==> src/rtl/edge_event_pkg.sv <==
// Shared edge-mode encodings and default geometry for the edge event unit.
package edge_event_pkg;

    localparam logic [1:0] MODE_OFF  = 2'b00;
    localparam logic [1:0] MODE_RISE = 2'b01;
    localparam logic [1:0] MODE_FALL = 2'b10;
    localparam logic [1:0] MODE_BOTH = 2'b11;

    localparam int DEF_CHANNELS    = 4;
    localparam int DEF_SYNC_STAGES = 2;

endpackage

==> src/rtl/edge_event_channel.sv <==
// One input channel: synchroniser, optional debounce (EDGE_EVENT_DEBOUNCE_EN),
// mode-selected edge pulse and sticky pending flag.
module edge_event_channel
    import edge_event_pkg::*;
#(
    parameter int SYNC_STAGES     = DEF_SYNC_STAGES,
    parameter int DEBOUNCE_CYCLES = 16,
    parameter int CNT_W           = 5
) (
    input  logic       clk,
    input  logic       rst_n,
    input  logic       i_din,
    input  logic [1:0] i_mode,
    input  logic       i_clr,
    input  logic       i_priming,
    output logic       o_pulse,
    output logic       o_level,
    output logic       o_pending
);

    if (SYNC_STAGES < 2 || DEBOUNCE_CYCLES < 1 ||
        (DEBOUNCE_CYCLES - 1) >= (1 << CNT_W)) begin : g_cfg_check
        $error("edge_event_channel: invalid SYNC_STAGES/DEBOUNCE_CYCLES/CNT_W");
    end

    logic [SYNC_STAGES-1:0] r_sync;
    logic                   w_sync;
    logic                   w_filt;
    logic                   r_filt_d;
    logic                   r_pulse;
    logic                   r_pending;
    logic                   w_rise;
    logic                   w_fall;
    logic                   w_edge;
    logic                   w_pulse_next;

    always_ff @(posedge clk or negedge rst_n) begin
        if (!rst_n) begin
            r_sync <= '0;
        end else begin
            r_sync <= {r_sync[SYNC_STAGES-2:0], i_din};
        end
    end

    assign w_sync = r_sync[SYNC_STAGES-1];

`ifdef EDGE_EVENT_DEBOUNCE_EN
    localparam logic [CNT_W-1:0] CNT_LAST = CNT_W'(DEBOUNCE_CYCLES - 1);

    logic [CNT_W-1:0] r_cnt;
    logic             r_filt;

    // Filtered level only moves after DEBOUNCE_CYCLES consecutive disagreeing samples.
    always_ff @(posedge clk or negedge rst_n) begin
        if (!rst_n) begin
            r_cnt  <= '0;
            r_filt <= 1'b0;
        end else if (i_priming) begin
            r_cnt  <= '0;
            r_filt <= w_sync;
        end else if (w_sync == r_filt) begin
            r_cnt  <= '0;
        end else if (r_cnt == CNT_LAST) begin
            r_cnt  <= '0;
            r_filt <= w_sync;
        end else begin
            r_cnt  <= r_cnt + 1'b1;
        end
    end

    assign w_filt = r_filt;
`else
    assign w_filt = w_sync;
`endif

    assign w_rise = w_filt & ~r_filt_d;
    assign w_fall = ~w_filt & r_filt_d;

    always_comb begin
        w_edge = 1'b0;
        case (i_mode)
            MODE_RISE: w_edge = w_rise;
            MODE_FALL: w_edge = w_fall;
            MODE_BOTH: w_edge = w_rise | w_fall;
            default:   w_edge = 1'b0;
        endcase
    end

    assign w_pulse_next = w_edge & ~i_priming;

    // While priming, the history flop tracks the sync output so a level
    // present at reset release never looks like an edge afterwards.
    always_ff @(posedge clk or negedge rst_n) begin
        if (!rst_n) begin
            r_filt_d  <= 1'b0;
            r_pulse   <= 1'b0;
            r_pending <= 1'b0;
        end else begin
            r_filt_d  <= i_priming ? w_sync : w_filt;
            r_pulse   <= w_pulse_next;
            r_pending <= w_pulse_next | (r_pending & ~i_clr);
        end
    end

    assign o_pulse   = r_pulse;
    assign o_level   = w_filt;
    assign o_pending = r_pending;

endmodule

==> src/rtl/edge_event_unit.sv <==
// Multi-channel edge event unit: per-channel sync/debounce/edge detection,
// shared post-reset priming counter and registered irq. Debounce is built
// only when EDGE_EVENT_DEBOUNCE_EN is defined.
module edge_event_unit
    import edge_event_pkg::*;
#(
    parameter int CHANNELS        = DEF_CHANNELS,
    parameter int SYNC_STAGES     = DEF_SYNC_STAGES,
    parameter int DEBOUNCE_CYCLES = 16,
    parameter int CNT_W           = 5
) (
    input  logic                  clk,
    input  logic                  rst_n,
    input  logic [CHANNELS-1:0]   din,
    input  logic [2*CHANNELS-1:0] mode,
    input  logic [CHANNELS-1:0]   clr,
    output logic [CHANNELS-1:0]   pulse,
    output logic [CHANNELS-1:0]   level,
    output logic [CHANNELS-1:0]   pending,
    output logic                  irq
);

    localparam int                 PRIME_W    = $clog2(SYNC_STAGES + 2);
    localparam logic [PRIME_W-1:0] PRIME_LAST = PRIME_W'(SYNC_STAGES + 1);

    logic [PRIME_W-1:0] r_prime;
    logic               w_priming;
    logic               r_irq;

    assign w_priming = (r_prime != PRIME_LAST);

    // Counts the SYNC_STAGES+1 cycles after reset release, then parks.
    always_ff @(posedge clk or negedge rst_n) begin
        if (!rst_n) begin
            r_prime <= '0;
        end else if (w_priming) begin
            r_prime <= r_prime + 1'b1;
        end
    end

    for (genvar gi = 0; gi < CHANNELS; gi++) begin : g_ch
        edge_event_channel #(
            .SYNC_STAGES     (SYNC_STAGES),
            .DEBOUNCE_CYCLES (DEBOUNCE_CYCLES),
            .CNT_W           (CNT_W)
        ) u_ch (
            .clk       (clk),
            .rst_n     (rst_n),
            .i_din     (din[gi]),
            .i_mode    (mode[2*gi +: 2]),
            .i_clr     (clr[gi]),
            .i_priming (w_priming),
            .o_pulse   (pulse[gi]),
            .o_level   (level[gi]),
            .o_pending (pending[gi])
        );
    end

    always_ff @(posedge clk or negedge rst_n) begin
        if (!rst_n) begin
            r_irq <= 1'b0;
        end else begin
            r_irq <= |pending;
        end
    end

    assign irq = r_irq;

endmodule
==> config.mk <==
export PLATFORM = sky130hd
export DESIGN_NAME = edge_event_unit
export DESIGN_NICKNAME = d
export VERILOG_FILES = /design/src/rtl/edge_event_pkg.sv /design/src/rtl/edge_event_channel.sv /design/src/rtl/edge_event_unit.sv
export SDC_FILE = /design/constraint.sdc
export NUM_CORES = 1
export LEC_CHECK = 0
export CORE_UTILIZATION = 45
export CTS_CLUSTER_DIAMETER = 150
export DETAILED_ROUTE_END_ITERATION = 8
export DONT_BUFFER_PORTS = 1
export PLACE_DENSITY = 0.62
export SLEW_MARGIN = 20
export SYNTH_ARGS = -nofsm -noshare
export SYNTH_HDL_FRONTEND = slang
export SYNTH_SLANG_ARGS = --single-unit
==> constraint.sdc <==
create_clock -name clk -period 1.1 [get_ports clk]
set_clock_uncertainty 0.1 [all_clocks]
set_input_delay 0.275 -clock clk [delete_from_list [all_inputs] [get_ports clk]]
set_output_delay 0.275 -clock clk [all_outputs]
set_load 0.02 [all_outputs]
==> reports/qor.txt, run 1 <==
Post-synth top area cell: dfrtp_1
First-pass GRT wire length: 2.635 mm
Synth top area cells: dfrtp_1 57%, ha_1 11%, buf_4 8.9%, nor2b_1 4.9%, nand4b_1 3.4%
WP buf/inv: 2
Reg2reg setup slack: -0.20 ns
Port bufs: 0
P_leak: 0.5879 nW
Mean routed wirelength per cell: 12.09 um
RSZ-0062 raised after global routing: yes
Fin crit share: 124.0%
Vias in the first global route: 617
Critical Path Start Type: register
Peak supply drop: 0.9302 mV
Max-slew violations: 0
Die area: 2455 um^2
Synth Area per Inst: 12.11 um^2
Worst Hold Class: in -> reg
Max-cap check violation count: 0
Worst Slack Setup Final: -0.2638 ns
Synth cell types: 15
CP arrival: 0.99 ns
Headroom to the max-slew limit: 85.95%
Area after DPL: 1064 um^2
CP Capture Type: output port
Asr flop ratio synth: 100.0%
Root buffer cell: clkbuf_4
Max Fclk: 0.7333 GHz
CTS tree: done
Final hold vios: 0
Iter 0 DRT Violations: 6
CP peak stage delay: 0.43 ns
Worst path top cell family by delay: flip-flops
Post-detailed-route count of antenna-violating nets: 0
Post-Layout Inst Area: 1236 um^2
DR pass1 iterations: 4
Clock Sinks: 23
Vias: 597
Min Tclk post-route: 1.364 ns
DRT Wirelength: 1.475 mm
Mapped Cells: 84
Synth Cell Area: 1017 um^2
P&R area growth vs syn: 21.53%
Syn_nets: 111
Chip width: 49.55 um
Clock-pin slew on the worst setup and hold paths: 0.12 ns
Post-synth top flop: dfrtp_1
Rows: 16
Failing checks: setup timing
CTS Buf Count: 3
Worst skew pair latency: 0.31 ns
Synth cell count leaders: 23 x dfrtp_1, 12 x buf_4, 9 x ha_1
Antenna diodes: 0
P per Cell Area: 1281 nW/um^2
GRT Util Overall: 14.85%
Slowest stage cell, crit path: dfrtp_1
Critical path type: reg -> out
Cell with the most instances after synthesis: dfrtp_1
Synth Register Bits: 23
Fillers: 165
Most frequent CP cell: buf_6
GPL Wtd Cong: 0.7330
Total negative setup slack: -2.727 ns
WP data required: 0.72 ns
Measured slew at the worst slew-check pin: 0.2099 ns
I/O pin cnt: 31
Share of cells above drive strength 1: 28.42%
Post-DP HPWL: 1.089 mm
Initial Util: 49.82%
Core Area: 2042 um^2
Worst-path fanout max: 3
Post-route DRC: 0
Clk buf depth: 2
CTS HTree Levels: 1
Vias/cell: 4.893
Outcome: finished with violations
Initial antenna violation count: 0
Number of synthesized flops with an enable pin: 0
Synth warn: 0
CP Cell Sequence: buf_6 > buf_6
Final Setup Violations: 23
Total overflow reported by the global router: 0
Die H: 49.55 um
Sequential area share after synthesis: 56.58%
Largest net degree at the start of global routing: 24
Synth top area share: 56.58%
Nets: 123
[final cells by class]
class	instances	area [um^2]	area share, %
timing repair buffer	20	221.5	17.91
clock buffer	4	26.28	2.125
sequential	23	578.1	46.76
tap	27	33.78	2.733
inverter	8	30.03	2.429
multi-input combinational	40	346.6	28.04
[worst paths after layout]
check / cells after the start / endpoint / startpoint
hold reg to reg: 0 / g_ch[2].u_ch.r_sync[1]$_DFF_PN0_ / g_ch[2].u_ch.r_sync[0]$_DFF_PN0_
setup reg to reg: 4 / g_ch[3].u_ch.o_pending$_DFF_PN0_ / g_ch[3].u_ch.r_sync[1]$_DFF_PN0_
min in group asynchronous: 2 / g_ch[0].u_ch.o_pulse$_DFF_PN0_ / rst_n
max in group asynchronous: 2 / g_ch[3].u_ch.o_pulse$_DFF_PN0_ / rst_n
setup / recovery: 2 / level[3] / g_ch[3].u_ch.r_sync[1]$_DFF_PN0_
hold / removal: 2 / g_ch[0].u_ch.o_pulse$_DFF_PN0_ / mode[0]
[per-stage QoR]
stage                     hold WS [ns]  power, W  instances  setup slack [ns]  util [%]
after floorplan                -0.1206  0.001126         84          -0.07250         -
final                          0.02219  0.001584        122           -0.2638     60.54
after global routing           0.02902  0.001667        122           -0.3036     60.54
after CTS                      -0.4732  0.001564        118           -0.2791     57.66
after detailed placement       -0.1201  0.001137        110           -0.1574     52.08
after global placement         -0.1201  0.001129        110           -0.1297     52.08
[state kept, by name, indices dropped and copies added (netlist names)]
signal               count
irq                      1
g_ch.u_ch.r_sync         8
r_prime                  2
g_ch.u_ch.r_filt_d       4
g_ch.u_ch.o_pending      4
g_ch.u_ch.o_pulse        4
[where the power goes]
| group | internal, W | total [W] | switching (W) | leakage [nW] |
|---|---|---|---|---|
| Clock | 0.000141 | 0.000388 | 0.000247 | 0.0150 |
| Sequential | 0.000905 | 0.000960 | 0.0000548 | 0.266 |
| Combinational | 0.000128 | 0.000236 | 0.000108 | 0.307 |
[cell usage in the layout, fill, tap and decap left out, types with 2 or more instances in the layout]
master,Yosys,final
buf_12,0,2
ha_1,9,4
inv_1,8,8
nand2b_1,3,3
dlygate4sd3_1,0,5
buf_6,0,9
o211ai_1,4,4
ha_2,0,4
dfrtp_2,0,2
nand4b_1,4,4
buf_4,12,4
nand2_1,4,4
nand3_1,4,4
dfrtp_1,23,21
clkbuf_4,0,3
nor2b_1,8,7
[metal layers]
metal / share of wire, % / track usage (%)
met1: 41 / 17.33
met2: 52 / 23.42
met3: 5.6 / 4.630
met4: 1.3 / 9.524
met5: 0 / 0
[repair_timing]
| item | CTS | global route |
|---|---|---|
| hold buffers | 4 | 2 |
| setup buffers | 0 | 2 |
| gates resized for setup | 12 | 4 |
| endpoints found under the setup margin | 23 | 23 |
| endpoints found under the hold margin | 27 | 23 |
| pin swaps | 6 | 11 |
[worst register-to-register path: cells and delay by family (launching register included)]
family	cells	cell delay, ns
compound gates	1	0.21
simple gates	2	0.15
fa+ha+maj	1	0.29
flops	1	0.43
[cell families (layout without fill, tap and decap cells)]
kind of cell,Yosys count,count (layout),synth area share [%]
XOR/XNOR,1,1,0.8612
buffers and inverters,21,32,12.30
AO/OA/AOI/OAI,4,4,2.952
flip-flops,23,23,56.58
adder cells (fa/ha/maj),9,9,11.07
AND/OR/NAND/NOR,25,25,15.13
multiplexers,1,1,1.107
(Power assumes the default switching activity.)
==> run 2: changes to the inputs <==
--- a/config.mk
+++ b/config.mk
@@ -5,6 +5,7 @@
 export SDC_FILE = /design/constraint.sdc
 export NUM_CORES = 1
 export LEC_CHECK = 0
+export CORE_ASPECT_RATIO = 0.75
 export CORE_UTILIZATION = 45
 export CTS_CLUSTER_DIAMETER = 150
 export DETAILED_ROUTE_END_ITERATION = 8
==> reports/qor.txt, run 2 (synthesized netlist as in run 1, its figures left out) <==
Outcome: finished with violations
Failing checks: DRC, setup timing
WP buf/inv: 1
Peak supply drop: 0.8050 mV
Top reg by flops: g_ch.u_ch.r_sync
CTS tree: done
Fin crit share: 114.8%
Hold EP: g_ch[2].u_ch.o_pulse$_DFF_PN0_
P&R area growth vs syn: 18.94%
Share of cells above drive strength 1: 26.32%
Min Tclk post-route: 1.263 ns
Clock Sinks: 23
Max-slew violations: 0
Largest net degree at the start of global routing: 24
Headroom to the max-slew limit: 85.64%
Post-route DRC: 8
P_leak: 0.5802 nW
CP Capture Type: register
Total overflow reported by the global router: 0
Critical path type: reg -> reg
WP data required: 1.19 ns
Reg2Reg Depth: 5
Dpl cells: 107
CP Cell Sequence: inv_1 > ha_2 > nor2b_4 > o211ai_1 > nand3_1
Root buffer cell: clkbuf_4
DRT Wirelength: 1.395 mm
Worst-path fanout max: 3
RSZ-0062 raised after global routing: yes
Initial antenna violation count: 0
Max reg flops: 8
Nets: 123
Chip width: 56.90 um
CP peak stage delay: 0.40 ns
Mean routed wirelength per cell: 11.72 um
Max Used Layer: met4
Worst skew pair latency: 0.30 ns
Final Setup Violations: 23
First-pass GRT wire length: 2.359 mm
Critical Path Start Type: register
Commonest cells after routing, fill and taps aside: 23 x dfrtp_1, 8 x inv_1, 7 x nor2b_1, 7 x buf_4, 7 x buf_6
Post-DP HPWL: 1.019 mm
Port bufs: 0
WL met1: 627 um
Max Fclk: 0.7919 GHz
GRT Util Overall: 13.06%
Die H: 43.18 um
Most common cell after layout, fill and taps aside: dfrtp_1
Slowest stage cell, crit path: dfrtp_1
Initial Util: 49.21%
Iter 0 DRT Violations: 11
Clock-pin slew on the worst setup and hold paths: 0.12 ns
GPL Wtd Cong: 0.7272
Critical R2R Capture: g_ch[2].u_ch.o_pending$_DFF_PN0_
Final hold vios: 0
Antenna diodes: 0
Worst Hold Class: in -> reg
Core Area: 2067 um^2
Hold Path Origin: mode[4]
DR WL met2: 644 um
Worst Slack Setup Final: -0.1628 ns
Max-cap check violation count: 0
DR WL met3: 114 um
Startpoint of the worst-slack reg-to-reg timing path: g_ch[2].u_ch.r_sync[1]$_DFF_PN0_
Clk buf depth: 2
Post-detailed-route count of antenna-violating nets: 0
Vias/cell: 4.731
I/O pin cnt: 31
Rows: 14
Finished Layout Cells: 119
Reg2reg setup slack: -0.16 ns
CP arrival: 1.35 ns
DR pass1 iterations: 6
Die area: 2457 um^2
P per Cell Area: 1285 nW/um^2
CTS Buf Count: 3
Hold depth: 2
Measured slew at the worst slew-check pin: 0.2145 ns
CTS HTree Levels: 1
Final Util: 58.54%
Worst path top cell family by delay: flip-flops
Vias in the first global route: 521
Vias: 563
[run 2: cell counts in the layout (fill, tap and decap cells not counted)]
Identical to the previous run, type by type.
[run 2: how the worst max path moves through the flow]
stage                                          start  cells after the start  slack (ns)                                to
floorplan           g_ch[1].u_ch.r_sync[1]$_DFF_PN0_                      5       -0.07  g_ch[1].u_ch.o_pending$_DFF_PN0_
global placement    g_ch[3].u_ch.r_sync[1]$_DFF_PN0_                      4       -0.12  g_ch[3].u_ch.o_pending$_DFF_PN0_
detailed placement  g_ch[3].u_ch.r_sync[1]$_DFF_PN0_                      5       -0.15  g_ch[3].u_ch.o_pending$_DFF_PN0_
CTS                 g_ch[3].u_ch.r_sync[1]$_DFF_PN0_                      1       -0.17                          level[3]
global route        g_ch[2].u_ch.r_sync[1]$_DFF_PN0_                      4       -0.25  g_ch[2].u_ch.o_pending$_DFF_PN0_
finish              g_ch[2].u_ch.r_sync[1]$_DFF_PN0_                      5       -0.16  g_ch[2].u_ch.o_pending$_DFF_PN0_
[run 2: final cells by class]
cell class                 instances  area (um^2)
inverter                           8        30.03
timing repair buffer              20        201.4
sequential                        23        575.6
tap                               24        30.03
clock buffer                       4        26.28
fill                             168        857.1
multi-input combinational         40        346.6
[run 2: worst reg2reg max path: stages (launching register included)]
cell and delay (ns):
dfrtp_1 0.40, inv_1 0.06, ha_2 0.16, nor2b_4 0.11, o211ai_1 0.21, nand3_1 0.10
[run 2: where the power goes]
| part | switching [W] | internal, W |
|---|---|---|
| clock network | 0.000234 | 0.000141 |
| registers | 0.0000529 | 0.000904 |
| logic | 0.000106 | 0.000117 |
[run 2: repair_timing]
action,CTS,global route
hold buffers,4,2
pin swaps,5,9
gates resized for setup,10,3
setup buffers,1,1
setup endpoints to repair,23,24
hold endpoints to repair,27,23
[run 2: metal layers]
| metal | vias up | track usage [%] |
|---|---|---|
| met1 | 257 | 16.93 |
| met2 | 22 | 19.29 |
| li1 | 282 | - |
| met5 | - | 0 |
| met3 | 2 | 7.012 |
| met4 | 0 | 2.927 |
[run 2: through the flow]
step / hold slack (ns) / total power (W) / cell area, um^2 / worst slack, ns / setup TNS (ns)
2_1_floorplan: -0.1206 / 0.001126 / 1028 / -0.07250 / -0.5415
3_3_place_gp: -0.1201 / 0.001127 / 1047 / -0.1219 / -0.7669
3_5_place_dp: -0.1201 / 0.001132 / 1047 / -0.1505 / -0.8913
4_1_cts: -0.4648 / 0.001546 / 1162 / -0.1731 / -2.559
5_1_grt: 0.03820 / 0.001633 / 1210 / -0.2470 / -3.708
6_report: 0.03606 / 0.001555 / 1210 / -0.1628 / -2.373
==> run 3: changes to the inputs <==
--- a/config.mk
+++ b/config.mk
@@ -5,12 +5,14 @@
 export SDC_FILE = /design/constraint.sdc
 export NUM_CORES = 1
 export LEC_CHECK = 0
-export CORE_ASPECT_RATIO = 0.75
-export CORE_UTILIZATION = 45
+export CELL_PAD_IN_SITES_DETAIL_PLACEMENT = 1
+export CELL_PAD_IN_SITES_GLOBAL_PLACEMENT = 1
+export CORE_UTILIZATION = 42
 export CTS_CLUSTER_DIAMETER = 150
 export DETAILED_ROUTE_END_ITERATION = 8
 export DONT_BUFFER_PORTS = 1
-export PLACE_DENSITY = 0.62
+export PLACE_DENSITY = 0.72
+export SKIP_LAST_GASP = 1
 export SLEW_MARGIN = 20
 export SYNTH_ARGS = -nofsm -noshare
 export SYNTH_HDL_FRONTEND = slang
==> reports/qor.txt, run 3 (synthesized netlist as in run 1, its figures left out) <==
Post-detailed-route count of antenna-violating nets: 0
Hold Path Origin: mode[2]
DR pass1 iterations: 1
CP arrival: 1.41 ns
Worst skew pair latency: 0.31 ns
Rows: 17
Startpoint of the worst-slack reg-to-reg timing path: g_ch[2].u_ch.r_sync[1]$_DFF_PN0_
Peak supply drop: 0.8837 mV
Root buffer cell: clkbuf_4
P_leak: 0.5745 nW
CP Capture Type: register
Chip width: 51.22 um
Largest net degree at the start of global routing: 24
Core Area: 2255 um^2
Commonest cells after routing, fill and taps aside: 20 x dfrtp_1, 8 x buf_6, 7 x inv_1, 7 x nor2b_1
Final Setup Violations: 23
Place WS: -0.1714 ns
Critical path type: reg -> reg
CP peak stage delay: 0.43 ns
Clock-pin slew on the worst setup and hold paths: 0.12 ns
Post-route DRC: 0
Measured slew at the worst slew-check pin: 0.2458 ns
DRT Wirelength: 1.780 mm
Initial Util: 45.12%
GRT Util Overall: 15.58%
CTS HTree Levels: 1
Worst Setup SP: g_ch[2].u_ch.r_sync[1]$_DFF_PN0_
Min Tclk post-route: 1.306 ns
Vias in the first global route: 661
Worst Slack Setup Final: -0.2057 ns
Failing checks: setup timing
RSZ-0062 raised after global routing: yes
P per Cell Area: 1297 nW/um^2
Port bufs: 0
Critical Path Start Type: register
Max-cap check violation count: 0
Fin crit share: 118.7%
Max Fclk: 0.7659 GHz
Initial antenna violation count: 0
Worst path top cell family by delay: flip-flops
WP data required: 1.20 ns
Final hold vios: 0
First-pass GRT wire length: 2.849 mm
Clk buf depth: 2
Post-Layout Inst Area: 1212 um^2
CTS Buf Count: 3
Vias: 603
Worst Hold Class: in -> reg
Most common cell after layout, fill and taps aside: dfrtp_1
Total overflow reported by the global router: 0
GPL Wtd Cong: 0.6338
CP Cell Sequence: ha_1 > nor2b_1 > o211ai_1 > nand3_1
Outcome: finished with violations
Nets: 121
Iter 0 DRT Violations: 0
Area after DPL: 1052 um^2
Clock Sinks: 23
Max reg flops: 8
Vias/cell: 4.983
Antenna diodes: 0
I/O pin cnt: 31
WP buf/inv: 0
Mean routed wirelength per cell: 14.71 um
Top reg by flops: g_ch.u_ch.r_sync
Max-slew violations: 0
Slowest stage cell, crit path: dfrtp_1
Post-DP HPWL: 1.266 mm
Worst-path fanout max: 3
Share of cells above drive strength 1: 29.03%
Hold Slack: 0.02301 ns
P&R area growth vs syn: 19.19%
Die area: 2623 um^2
CTS tree: done
Headroom to the max-slew limit: 83.54%
Die H: 51.22 um
[run 3: cell count changes in the layout (fill, tap and decap cells not counted)]
cell	before	now
buf_6	7	8
ha_1	4	5
buf_4	7	4
inv_2	0	1
inv_1	8	7
dfrtp_1	23	20
xnor2_2	0	1
ha_2	4	3
xnor2_1	1	0
dfrtp_2	0	3
[run 3: repair_timing]
action | in CTS | in global routing
endpoints found under the hold margin | 27 | 23
endpoints found under the setup margin | 23 | 24
pin swaps | 1 | 6
resized for setup | 7 | 11
hold buffers | 4 | 2
buffers inserted | 0 | 0
[run 3: report_power, final]
part,switching (W),internal (W)
Sequential,0.0000560,0.000906
Clock,0.000244,0.000142
Combinational,0.000112,0.000113
[run 3: layout make-up]
| cell class | instances | area [um^2] |
|---|---|---|
| Tap cell | 28 | 35.03 |
| Clock buffer | 4 | 26.28 |
| Sequential cell | 23 | 579.3 |
| Inverter | 8 | 30.03 |
| Multi-Input combinational cell | 40 | 351.6 |
| Fill cell | 239 | 1042 |
| Timing Repair Buffer | 18 | 190.2 |
[run 3: routing by layer]
| metal | track usage [%] | part of all wire [%] | vias up |
|---|---|---|---|
| met1 | 14.91 | 36 | 295 |
| met2 | 28.51 | 54 | 25 |
| met3 | 5.952 | 6.9 | 4 |
| met4 | 8.108 | 2.6 | 0 |
| li1 | - | - | 279 |
| met5 | 0 | 0 | - |
[run 3: per-stage QoR]
| step | util, % | total power, W | instances | TNS (ns) |
|---|---|---|---|---|
| 2_1_floorplan | - | 0.001126 | 84 | -0.5415 |
| 3_3_place_gp | 46.67 | 0.001127 | 111 | -0.7392 |
| 3_5_place_dp | 46.67 | 0.001141 | 111 | -1.158 |
| 4_1_cts | 51.00 | 0.001556 | 119 | -2.980 |
| 5_1_grt | 53.77 | 0.001669 | 121 | -4.231 |
| 6_report | 53.77 | 0.001572 | 121 | -2.899 |
[run 3: final timing paths]
kind | to | slack [ns] | depth (start not counted)
max | g_ch[2].u_ch.o_pending$_DFF_PN0_ | -0.21 | 4
min | g_ch[1].u_ch.o_pulse$_DFF_PN0_ | 0.02 | 2
max reg2reg | g_ch[2].u_ch.o_pending$_DFF_PN0_ | -0.21 | 4
min reg2reg | g_ch[1].u_ch.r_sync[1]$_DFF_PN0_ | 0.26 | 0
max in group asynchronous | g_ch[3].u_ch.o_pulse$_DFF_PN0_ | 0.47 | 2
min in group asynchronous | g_ch[3].u_ch.r_sync[1]$_DFF_PN0_ | 0.28 | 2
